$ cat config.mk
export PLATFORM = sky130hd
export DESIGN_NAME = sra_multicycle_flat
export DESIGN_NICKNAME = d
export VERILOG_FILES = /design/src/rtl/sra_multicycle_if.sv /design/src/rtl/sra_multicycle.sv /design/src/flat_wrapper.sv
export SDC_FILE = /design/constraint.sdc
export NUM_CORES = 1
export LEC_CHECK = 0
export ABC_AREA = 1
export BUFFER_PORTS_ARGS = -buffer_cell sky130_fd_sc_hd__buf_2
export CAP_MARGIN = 40
export CORE_AREA = 10 10 100 102
export CTS_CLUSTER_SIZE = 20
export DETAILED_ROUTE_END_ITERATION = 6
export DIE_AREA = 0 0 110 112
export GPL_TIMING_DRIVEN = 0
export PLACE_DENSITY = 0.93
export SYNTH_ARGS = -nofsm -noshare
export SYNTH_HDL_FRONTEND = slang
export SYNTH_SLANG_ARGS = --single-unit
$ cat constraint.sdc
create_clock -name clock -period 4 [get_ports clock]
set_clock_uncertainty 0.2 [all_clocks]
set_input_delay 0.6 -clock clock [delete_from_list [all_inputs] [get_ports clock]]
set_output_delay 0.6 -clock clock [all_outputs]
set_load 0.02 [all_outputs]
$ cat src/rtl/sra_multicycle_if.sv
// sra_multicycle_if: start/data_ready handshake bundle for the multi-cycle right shifter.
// master drives start/A/shift/arith; slave returns out/busy/data_ready.
interface sra_multicycle_if #(
  parameter int DATA_WIDTH  = 32,
  parameter int SHAMT_WIDTH = 5
);
  logic                   start;
  logic [DATA_WIDTH-1:0]  A;
  logic [SHAMT_WIDTH-1:0] shift;
  logic                   arith;
  logic [DATA_WIDTH-1:0]  out;
  logic                   busy;
  logic                   data_ready;

  modport master (
    output start, A, shift, arith,
    input  out, busy, data_ready
  );

  modport slave (
    input  start, A, shift, arith,
    output out, busy, data_ready
  );
endinterface

$ cat src/rtl/sra_multicycle.sv
// sra_multicycle: logical/arithmetic right shift, one barrel stage per clock.
// Ports: clock, reset (async, active-high), bus (slave: start/A/shift/arith in; out/busy/data_ready out).
module sra_multicycle #(
  parameter int DATA_WIDTH  = 32,
  parameter int SHAMT_WIDTH = 5
) (
  input  logic            clock,
  input  logic            reset,
  sra_multicycle_if.slave bus
);

  localparam int CW = $clog2(SHAMT_WIDTH);

  typedef enum logic [1:0] {
    IDLE,
    SHIFT,
    DONE
  } state_e;

  state_e                 state_q, state_d;
  logic [CW-1:0]          cnt_q, cnt_d;
  logic [DATA_WIDTH-1:0]  work_q, work_d;
  logic [SHAMT_WIDTH-1:0] shamt_q, shamt_d;
  logic                   fill_q, fill_d;
  logic [DATA_WIDTH-1:0]  out_q, out_d;

  // Fixed-distance candidate for each stage; the counter picks one per cycle.
  logic [DATA_WIDTH-1:0]  stage_res [SHAMT_WIDTH];

  for (genvar k = 0; k < SHAMT_WIDTH; k++) begin : g_stage
    assign stage_res[k] = {
      {(1 << k){fill_q}},
      work_q[DATA_WIDTH-1:(1 << k)]
    };
  end

  always_comb begin
    state_d = state_q;
    cnt_d   = cnt_q;
    work_d  = work_q;
    shamt_d = shamt_q;
    fill_d  = fill_q;
    out_d   = out_q;
    unique case (state_q)
      IDLE, DONE: begin
        if (bus.start) begin
          work_d  = bus.A;
          shamt_d = bus.shift;
          fill_d  = bus.arith & bus.A[DATA_WIDTH-1];
          cnt_d   = '0;
          state_d = SHIFT;
        end else begin
          state_d = IDLE;
        end
      end
      SHIFT: begin
        if (shamt_q[cnt_q]) begin
          work_d = stage_res[cnt_q];
        end
        cnt_d = cnt_q + CW'(1);
        // Last stage: publish the finished value in the same edge.
        if (cnt_q == CW'(SHAMT_WIDTH - 1)) begin
          out_d   = work_d;
          state_d = DONE;
        end
      end
      default: state_d = IDLE;
    endcase
  end

  always_ff @(posedge clock or posedge reset) begin
    if (reset) begin
      state_q <= IDLE;
      cnt_q   <= '0;
      work_q  <= '0;
      shamt_q <= '0;
      fill_q  <= 1'b0;
      out_q   <= '0;
    end else begin
      state_q <= state_d;
      cnt_q   <= cnt_d;
      work_q  <= work_d;
      shamt_q <= shamt_d;
      fill_q  <= fill_d;
      out_q   <= out_d;
    end
  end

  assign bus.out        = out_q;
  assign bus.busy       = (state_q == SHIFT);
  assign bus.data_ready = (state_q == DONE);

endmodule

$ cat src/flat_wrapper.sv
// flat-port wrapper written by rule: the top's interface ports become plain ports
module sra_multicycle_flat 
#(
  parameter int DATA_WIDTH  = 32,
  parameter int SHAMT_WIDTH = 5
)
  (clock, reset, bus_start, bus_A, bus_shift, bus_arith, bus_out, bus_busy, bus_data_ready);
  sra_multicycle_if #(.DATA_WIDTH(DATA_WIDTH), .SHAMT_WIDTH(SHAMT_WIDTH)) bus_i ();
  input  logic clock;
  input  logic reset;
  input wire logic [$bits(bus_i.start)-1:0] bus_start;
  input wire logic [$bits(bus_i.A)-1:0] bus_A;
  input wire logic [$bits(bus_i.shift)-1:0] bus_shift;
  input wire logic [$bits(bus_i.arith)-1:0] bus_arith;
  output wire logic [$bits(bus_i.out)-1:0] bus_out;
  output wire logic [$bits(bus_i.busy)-1:0] bus_busy;
  output wire logic [$bits(bus_i.data_ready)-1:0] bus_data_ready;
  assign bus_i.start = bus_start;
  assign bus_i.A = bus_A;
  assign bus_i.shift = bus_shift;
  assign bus_i.arith = bus_arith;
  assign bus_out = bus_i.out;
  assign bus_busy = bus_i.busy;
  assign bus_data_ready = bus_i.data_ready;
  sra_multicycle #(.DATA_WIDTH(DATA_WIDTH), .SHAMT_WIDTH(SHAMT_WIDTH)) u_core (.clock(clock), .reset(reset), .bus(bus_i));
endmodule
==> results.sh, run 1 <==
export IMPL_synth_edf_count=0
export IMPL_pin_count=75
export IMPL_cts_tree="built"
export IMPL_p_leak_uw=0.00312
export IMPL_slew_headroom_pct=50.1
export IMPL_synth_mux_area_share_pct=0
export IMPL_syn_num_nets=787
export IMPL_cts_sinks=75
export IMPL_holdCritPathClass="in2async"
export IMPL_coreArea_um2=8050
export IMPL_path_max_fanout=10
export IMPL_synthesis_area_um2=4740
export IMPL_grt_pass1_wl_mm=25.8
export IMPL_synth_top_area_share_pct=39.6
export IMPL_drtAntennaViolNets=0
export IMPL_fin_nets=873
export IMPL_overflow=0
export IMPL_fin_setup_tns_ns=0
export IMPL_slew_violations=0
export IMPL_yosysWarningCount=0
export IMPL_clk_latency_ns=0.36
export IMPL_yosys_area_share_xor_xnor_pct=0
export IMPL_antenna_found_initial=0
export IMPL_firstDrtPassIters=6
export IMPL_rsz0062_at_grt="no"
export IMPL_finalWirelength_mm=15.6
export IMPL_dp_hpwl_mm=11.7
export IMPL_synth_top_flop_cell="dfrtp_1"
export IMPL_vdd_ir_drop_worst_v=0.000517
export IMPL_netlist_instances=744
export IMPL_diodes=0
export IMPL_die_x_um=110
export IMPL_crit_type="reg2reg"
export IMPL_drc=0
export IMPL_ys_ff_latch=75
export IMPL_period_share_pct=71.6
export IMPL_status="completed"
export IMPL_timing_hold_ws_ns=0.0495
export IMPL_fillCellCount=761
export IMPL_worst_pin_slew_ns=0.748
export IMPL_synth_simple_gate_area_share_pct=49.5
export IMPL_syn_to_final_growth_pct=14.7
export IMPL_gp_congestion=1.08
export IMPL_grt_usage_pct=25.8
export IMPL_yosys_area_top_type="dfrtp_1"
export IMPL_dr_first_iter_drc_count=586
export IMPL_grt_pass1_vias=5296
export IMPL_layout_min_cycle_time_ns=2.87
export IMPL_postCtsSetupRepairBufs=0
export IMPL_synth_common_cells="nand2_1 (374), nand3_1 (140), dfrtp_1 (75)"
export IMPL_end_kind="flip-flop"
export IMPL_finalSetupViolations=0
export IMPL_clockBufferDepth=2
export IMPL_cp_start_kind="flip-flop"
export IMPL_powerDensity_nw_per_um2=1030
export IMPL_ys_seq_area_share_pct=39.6
export IMPL_async_reset_ff_share_pct=100
export IMPL_synth_cell_type_count=26
export IMPL_final_hold_viol_count=0
export IMPL_hold_buffers=0
export IMPL_die_area_um2=12300
export IMPL_clock_fmax_mhz=349
export IMPL_arrival_ns=2.90
export IMPL_clk_pin_slew_worst_paths_ns=0.07
export IMPL_vias_per_cell=5.73
export IMPL_worstPathRequired_ns=4.04
export IMPL_numCtsBuffers=9
export IMPL_cts_resized=0
export IMPL_grt_start_max_net_pins=44
export IMPL_row_count=33
export IMPL_start_util_pct=58.9
export IMPL_avgSynthCellArea_um2=6.37
export IMPL_via_count=5389
export IMPL_final_layout_size_suffix_gt1_share_pct=14.7
export IMPL_cap_violations=0
export IMPL_yosysMostFrequentCell="nand2_1"
export IMPL_die_h_um=112
export IMPL_synth_top_family_by_area="simple AND/OR/NAND/NOR gates"
export IMPL_synth_compound_area_share_pct=3.27
export IMPL_yosys_top_cells_area="dfrtp_1 (40%), nand2_1 (30%), nand3_1 (15%), nor2_1 (3.3%), inv_1 (2.1%)"
export IMPL_routedWlPerCell_um=16.6
export IMPL_r2r_cells=9
export IMPL_htree_levels=3
export IMPL_port_buffers=74
export IMPL_synth_fa_ha_area_share_pct=0.528
export IMPL_root_buffer="clkbuf_8"
==> sequential cells by signal (all words and copies together) (netlist names) <==
signal	count
u_core.shamt_q	5
u_core.work_q	32
u_core.bus.out	32
u_core.fill_q	1
u_core.cnt_q	3
u_core.state_q	2
==> path summary, 6_finish.rpt <==
path                                                startpoint  slack [ns]                        endpoint
worst min register to register  u_core.bus.out[18]$_DFFE_PP0P_        0.28  u_core.bus.out[18]$_DFFE_PP0P_
worst max-delay path               u_core.cnt_q[1]$_DFFE_PP0P_        1.13   u_core.bus.out[6]$_DFFE_PP0P_
max in group asynchronous                                reset        2.98   u_core.work_q[27]$_DFFE_PP0P_
worst max register to register     u_core.cnt_q[1]$_DFFE_PP0P_        1.13   u_core.bus.out[6]$_DFFE_PP0P_
worst min-delay path                                     reset        0.05     u_core.cnt_q[1]$_DFFE_PP0P_
min in group clock                                bus_shift[0]        0.24   u_core.shamt_q[0]$_DFFE_PP0P_
==> worst max-delay path: stages, from the launching register on <==
cell	delay (ns)
dfrtp_1	0.47
inv_2	0.17
clkbuf_1	0.44
ha_1	0.27
nand2_1	0.08
nor2_2	0.36
inv_1	0.18
clkbuf_1	0.34
nand2_1	0.16
nand2_1	0.06
==> power breakdown <==
| part | switching (µW) | total (µW) | internal [µW] | leakage, µW |
|---|---|---|---|---|
| sequential | 361 | 1490 | 1130 | 0.000934 |
| clock | 274 | 532 | 258 | 0.0000905 |
| combinational | 2450 | 3600 | 1150 | 0.00209 |
| total | 3090 | 5620 | 2540 | 0.00312 |
==> cells in the final DEF, fill, tap and decap left out <==
| cell | netlist | routed |
|---|---|---|
| a21oi_1 | 1 | 1 |
| a22o_1 | 5 | 5 |
| a31oi_1 | 1 | 1 |
| buf_1 | 7 | 7 |
| buf_12 | 0 | 1 |
| buf_2 | 15 | 89 |
| buf_4 | 2 | 2 |
| buf_6 | 3 | 3 |
| clkbuf_1 | 16 | 19 |
| clkbuf_8 | 0 | 11 |
| clkinv_1 | 1 | 1 |
| clkinv_2 | 0 | 2 |
| clkinv_4 | 1 | 1 |
| dfrtp_1 | 75 | 75 |
| ha_1 | 2 | 2 |
| inv_1 | 26 | 25 |
| inv_2 | 4 | 4 |
| inv_4 | 0 | 1 |
| nand2_1 | 374 | 374 |
| nand2_2 | 3 | 3 |
| nand2_4 | 1 | 1 |
| nand2_8 | 1 | 1 |
| nand3_1 | 140 | 140 |
| nand3_2 | 1 | 1 |
| nor2_1 | 42 | 42 |
| nor2_2 | 1 | 1 |
| nor2_4 | 1 | 1 |
| o21ai_0 | 18 | 18 |
| o21ai_1 | 2 | 2 |
| or2_2 | 1 | 1 |
==> routing by layer <==
| metal | track usage, % | share of wire [%] |
|---|---|---|
| met1 | 33.2 | 40 |
| met2 | 38.8 | 45 |
| met3 | 6.11 | 10 |
| met4 | 14.3 | 5.1 |
| met5 | 0 | 0 |
==> kinds of logic after synthesis <==
group | after synthesis
AO/OA/AOI/OAI | 27
adder cells (fa/ha/maj) | 2
buffers and inverters | 75
flip-flops | 75
AND/OR/NAND/NOR | 565
==> through the flow <==
stage	total power, µW	util [%]	worst slack (ns)	cell area (µm²)	instances
6_report	5620	67.5	1.13	5440	940
5_1_grt	6130	67.5	1.01	5440	940
4_1_cts	5520	67.5	1.20	5440	940
3_5_place_dp	4980	65.4	1.22	5260	924
3_3_place_gp	4890	65.1	0.421	5240	923
2_1_floorplan	3960	-	1.29	4740	744
==> layout make-up <==
cell class                      count  area, µm²  area share [%]
Clock inverter                      2       10.0           0.184
Multi-Input combinational cell    594       2530            46.5
Inverter                           32        128            2.35
Timing Repair Buffer               75        390            7.18
Clock buffer                       14        163            2.99
Tap cell                          105        131            2.42
Buffer                             43        210            3.87
Sequential cell                    75       1880            34.5
Power figures use the tool's default switching activity.
==> run 2, diff against run 1 <==
Settings changed: CORE_AREA 10 10 100 102 to 10 10 107 109, DIE_AREA 0 0 110 112 to 0 0 117 119, PLACE_DENSITY 0.93 to 0.86.
Clock period 4 ns to 2.45 ns, I/O delays scaled along.
==> run 2 against run 1 <==
Net effect:
- cell count increased by 1.5%
- clock power increased by 94%
- via count decreased by 1.8%
- sequential share of layout area decreased by 0.81 points
- critical path depth increased by 1
- combinational power increased by 64%
- first-iteration DRC count decreased by 22%
==> results.sh, run 2 (synthesis results as in run 1) <==
export IMPL_switchingPower_uw=5050
export IMPL_port_buffers=74
export IMPL_firstDrtPassIters=5
export IMPL_cp_start_kind="flip-flop"
export IMPL_p_leak_uw=0.00317
export IMPL_rsz0062_at_grt="no"
export IMPL_holdCritPathClass="in2reg"
export IMPL_cap_violations=0
export IMPL_grt_pass1_wl_mm=26.0
export IMPL_powerDensity_nw_per_um2=1680
export IMPL_clk_pin_slew_worst_paths_ns=0.08
export IMPL_period_share_pct=93.8
export IMPL_layout_commonest_cell="nand2_1"
export IMPL_drtAntennaViolNets=0
export IMPL_grtUsageMet1_pct=30.2
export IMPL_finalWirelength_mm=16.2
export IMPL_die_x_um=117
export IMPL_worstPathRequired_ns=2.50
export IMPL_overflow=0
export IMPL_timing_rr_start="u_core.cnt_q[0]$_DFFE_PP0P_"
export IMPL_top_usage_layer="met2"
export IMPL_layout_min_cycle_time_ns=2.30
export IMPL_mostFrequentLayoutCells="nand2_1 (374), nand3_1 (140), buf_2 (88), dfrtp_1 (75), nor2_1 (42)"
export IMPL_via_count=5290
export IMPL_root_buffer="clkbuf_8"
export IMPL_routedWlPerCell_um=17.0
export IMPL_grt_usage_pct=23.7
export IMPL_crit_type="reg2reg"
export IMPL_clk_latency_ns=0.37
export IMPL_dr_first_iter_drc_count=457
export IMPL_syn_to_final_growth_pct=17.5
export IMPL_finish_utilization_pct=58.8
export IMPL_pin_count=75
export IMPL_finalSetupViolations=0
export IMPL_final_layout_size_suffix_gt1_share_pct=15.5
export IMPL_vdd_ir_drop_worst_v=0.000751
export IMPL_grt_pass1_vias=5172
export IMPL_numCtsBuffers=9
export IMPL_clockBufferDepth=2
export IMPL_start_util_pct=50.1
export IMPL_cts_tree="built"
export IMPL_htree_levels=3
export IMPL_timing_hold_ws_ns=0.0314
export IMPL_vias_per_cell=5.55
export IMPL_diodes=0
export IMPL_startpoint="u_core.cnt_q[0]$_DFFE_PP0P_"
export IMPL_slew_violations=0
export IMPL_use_met3_pct=5.17
export IMPL_gp_congestion=1.03
export IMPL_comb_power_share_pct=63.2
export IMPL_hold_depth=3
export IMPL_fin_setup_tns_ns=0
export IMPL_hp_start="bus_arith"
export IMPL_clkPwrFrac_pct=11.0
export IMPL_die_area_um2=13900
export IMPL_drc=0
export IMPL_r2r_cells=10
export IMPL_grt_start_max_net_pins=40
export IMPL_arrival_ns=2.35
export IMPL_seqPwrFrac_pct=25.8
export IMPL_coreArea_um2=9460
export IMPL_p_int_uw=4290
export IMPL_row_count=36
export IMPL_antenna_found_initial=0
export IMPL_status="completed"
export IMPL_fin_nets=878
export IMPL_die_h_um=119
export IMPL_p_sw_share_pct=54.1
export IMPL_end_kind="flip-flop"
export IMPL_final_hold_viol_count=0
export IMPL_slew_headroom_pct=45.3
export IMPL_cts_sinks=75
export IMPL_dp_hpwl_mm=12.4
export IMPL_path_max_fanout=19
export IMPL_globalRouteMet2Util_pct=35.9
export IMPL_clock_fmax_mhz=435
export IMPL_worst_pin_slew_ns=0.819
[run 2: stage by stage]
| step | area [µm²] | power (µW) | instances | worst slack [ns] |
|---|---|---|---|---|
| after floorplan | 4740 | 6460 | 744 | 0.370 |
| after global placement | 5260 | 8120 | 932 | -0.420 |
| after detailed placement | 5280 | 8190 | 933 | -0.425 |
| after CTS | 5550 | 9240 | 952 | 0.0402 |
| after global routing | 5570 | 10200 | 954 | 0.0173 |
| final | 5570 | 9330 | 954 | 0.152 |
[run 2: worst max-delay path, cell delays in order (launching register included)]
cell,delay [ns]
dfrtp_1,0.38
buf_2,0.17
inv_2,0.11
buf_6,0.21
ha_1,0.19
nand2_1,0.09
nor2_4,0.23
inv_1,0.17
clkbuf_2,0.26
nand2_1,0.12
nand2_1,0.05
[run 2: final timing paths]
| check | endpoint | slack [ns] |
|---|---|---|
| setup / recovery | u_core.bus.out[1]$_DFFE_PP0P_ | 0.15 |
| hold / removal | u_core.fill_q$_DFFE_PP0P_ | 0.03 |
| setup reg to reg | u_core.bus.out[1]$_DFFE_PP0P_ | 0.15 |
| hold reg to reg | u_core.bus.out[29]$_DFFE_PP0P_ | 0.28 |
| max in group asynchronous | u_core.work_q[31]$_DFFE_PP0P_ | 0.91 |
| min in group asynchronous | u_core.state_q[0]$_DFFE_PP0P_ | 0.49 |
[run 2: layout make-up]
type	instances	area (µm²)
sequential	75	1880
clock inverter	3	45.0
timing repair buffer	83	465
inverter	32	129
tap	114	143
buffer	40	206
multi-input combinational	594	2530
clock buffer	13	169
fill	948	3890
[run 2: repair_timing]
item,CTS,global route
setup buffers,0,2
resized for setup,5,1
hold endpoints to repair,41,0
endpoints found under the setup margin,34,30
cloned,0,0
pin swaps,0,1
hold buffers,6,0
[run 2: per-layer routing]
layer  up-vias  part of all wire, %
li1       2538                    -
met1      2445                   42
met5         -                    0
met3        59                  8.2
met2       248                   45
met4         0                  5.2
[run 2: power by group through the flow]
stage | combinational, µW | sequential (µW) | clock, µW
floorplan | 3960 | 2500 | 0
global placement | 5730 | 2390 | 0
detailed placement | 5790 | 2400 | 0
CTS | 5810 | 2380 | 1050
global route | 6610 | 2470 | 1110
finish | 5900 | 2410 | 1030
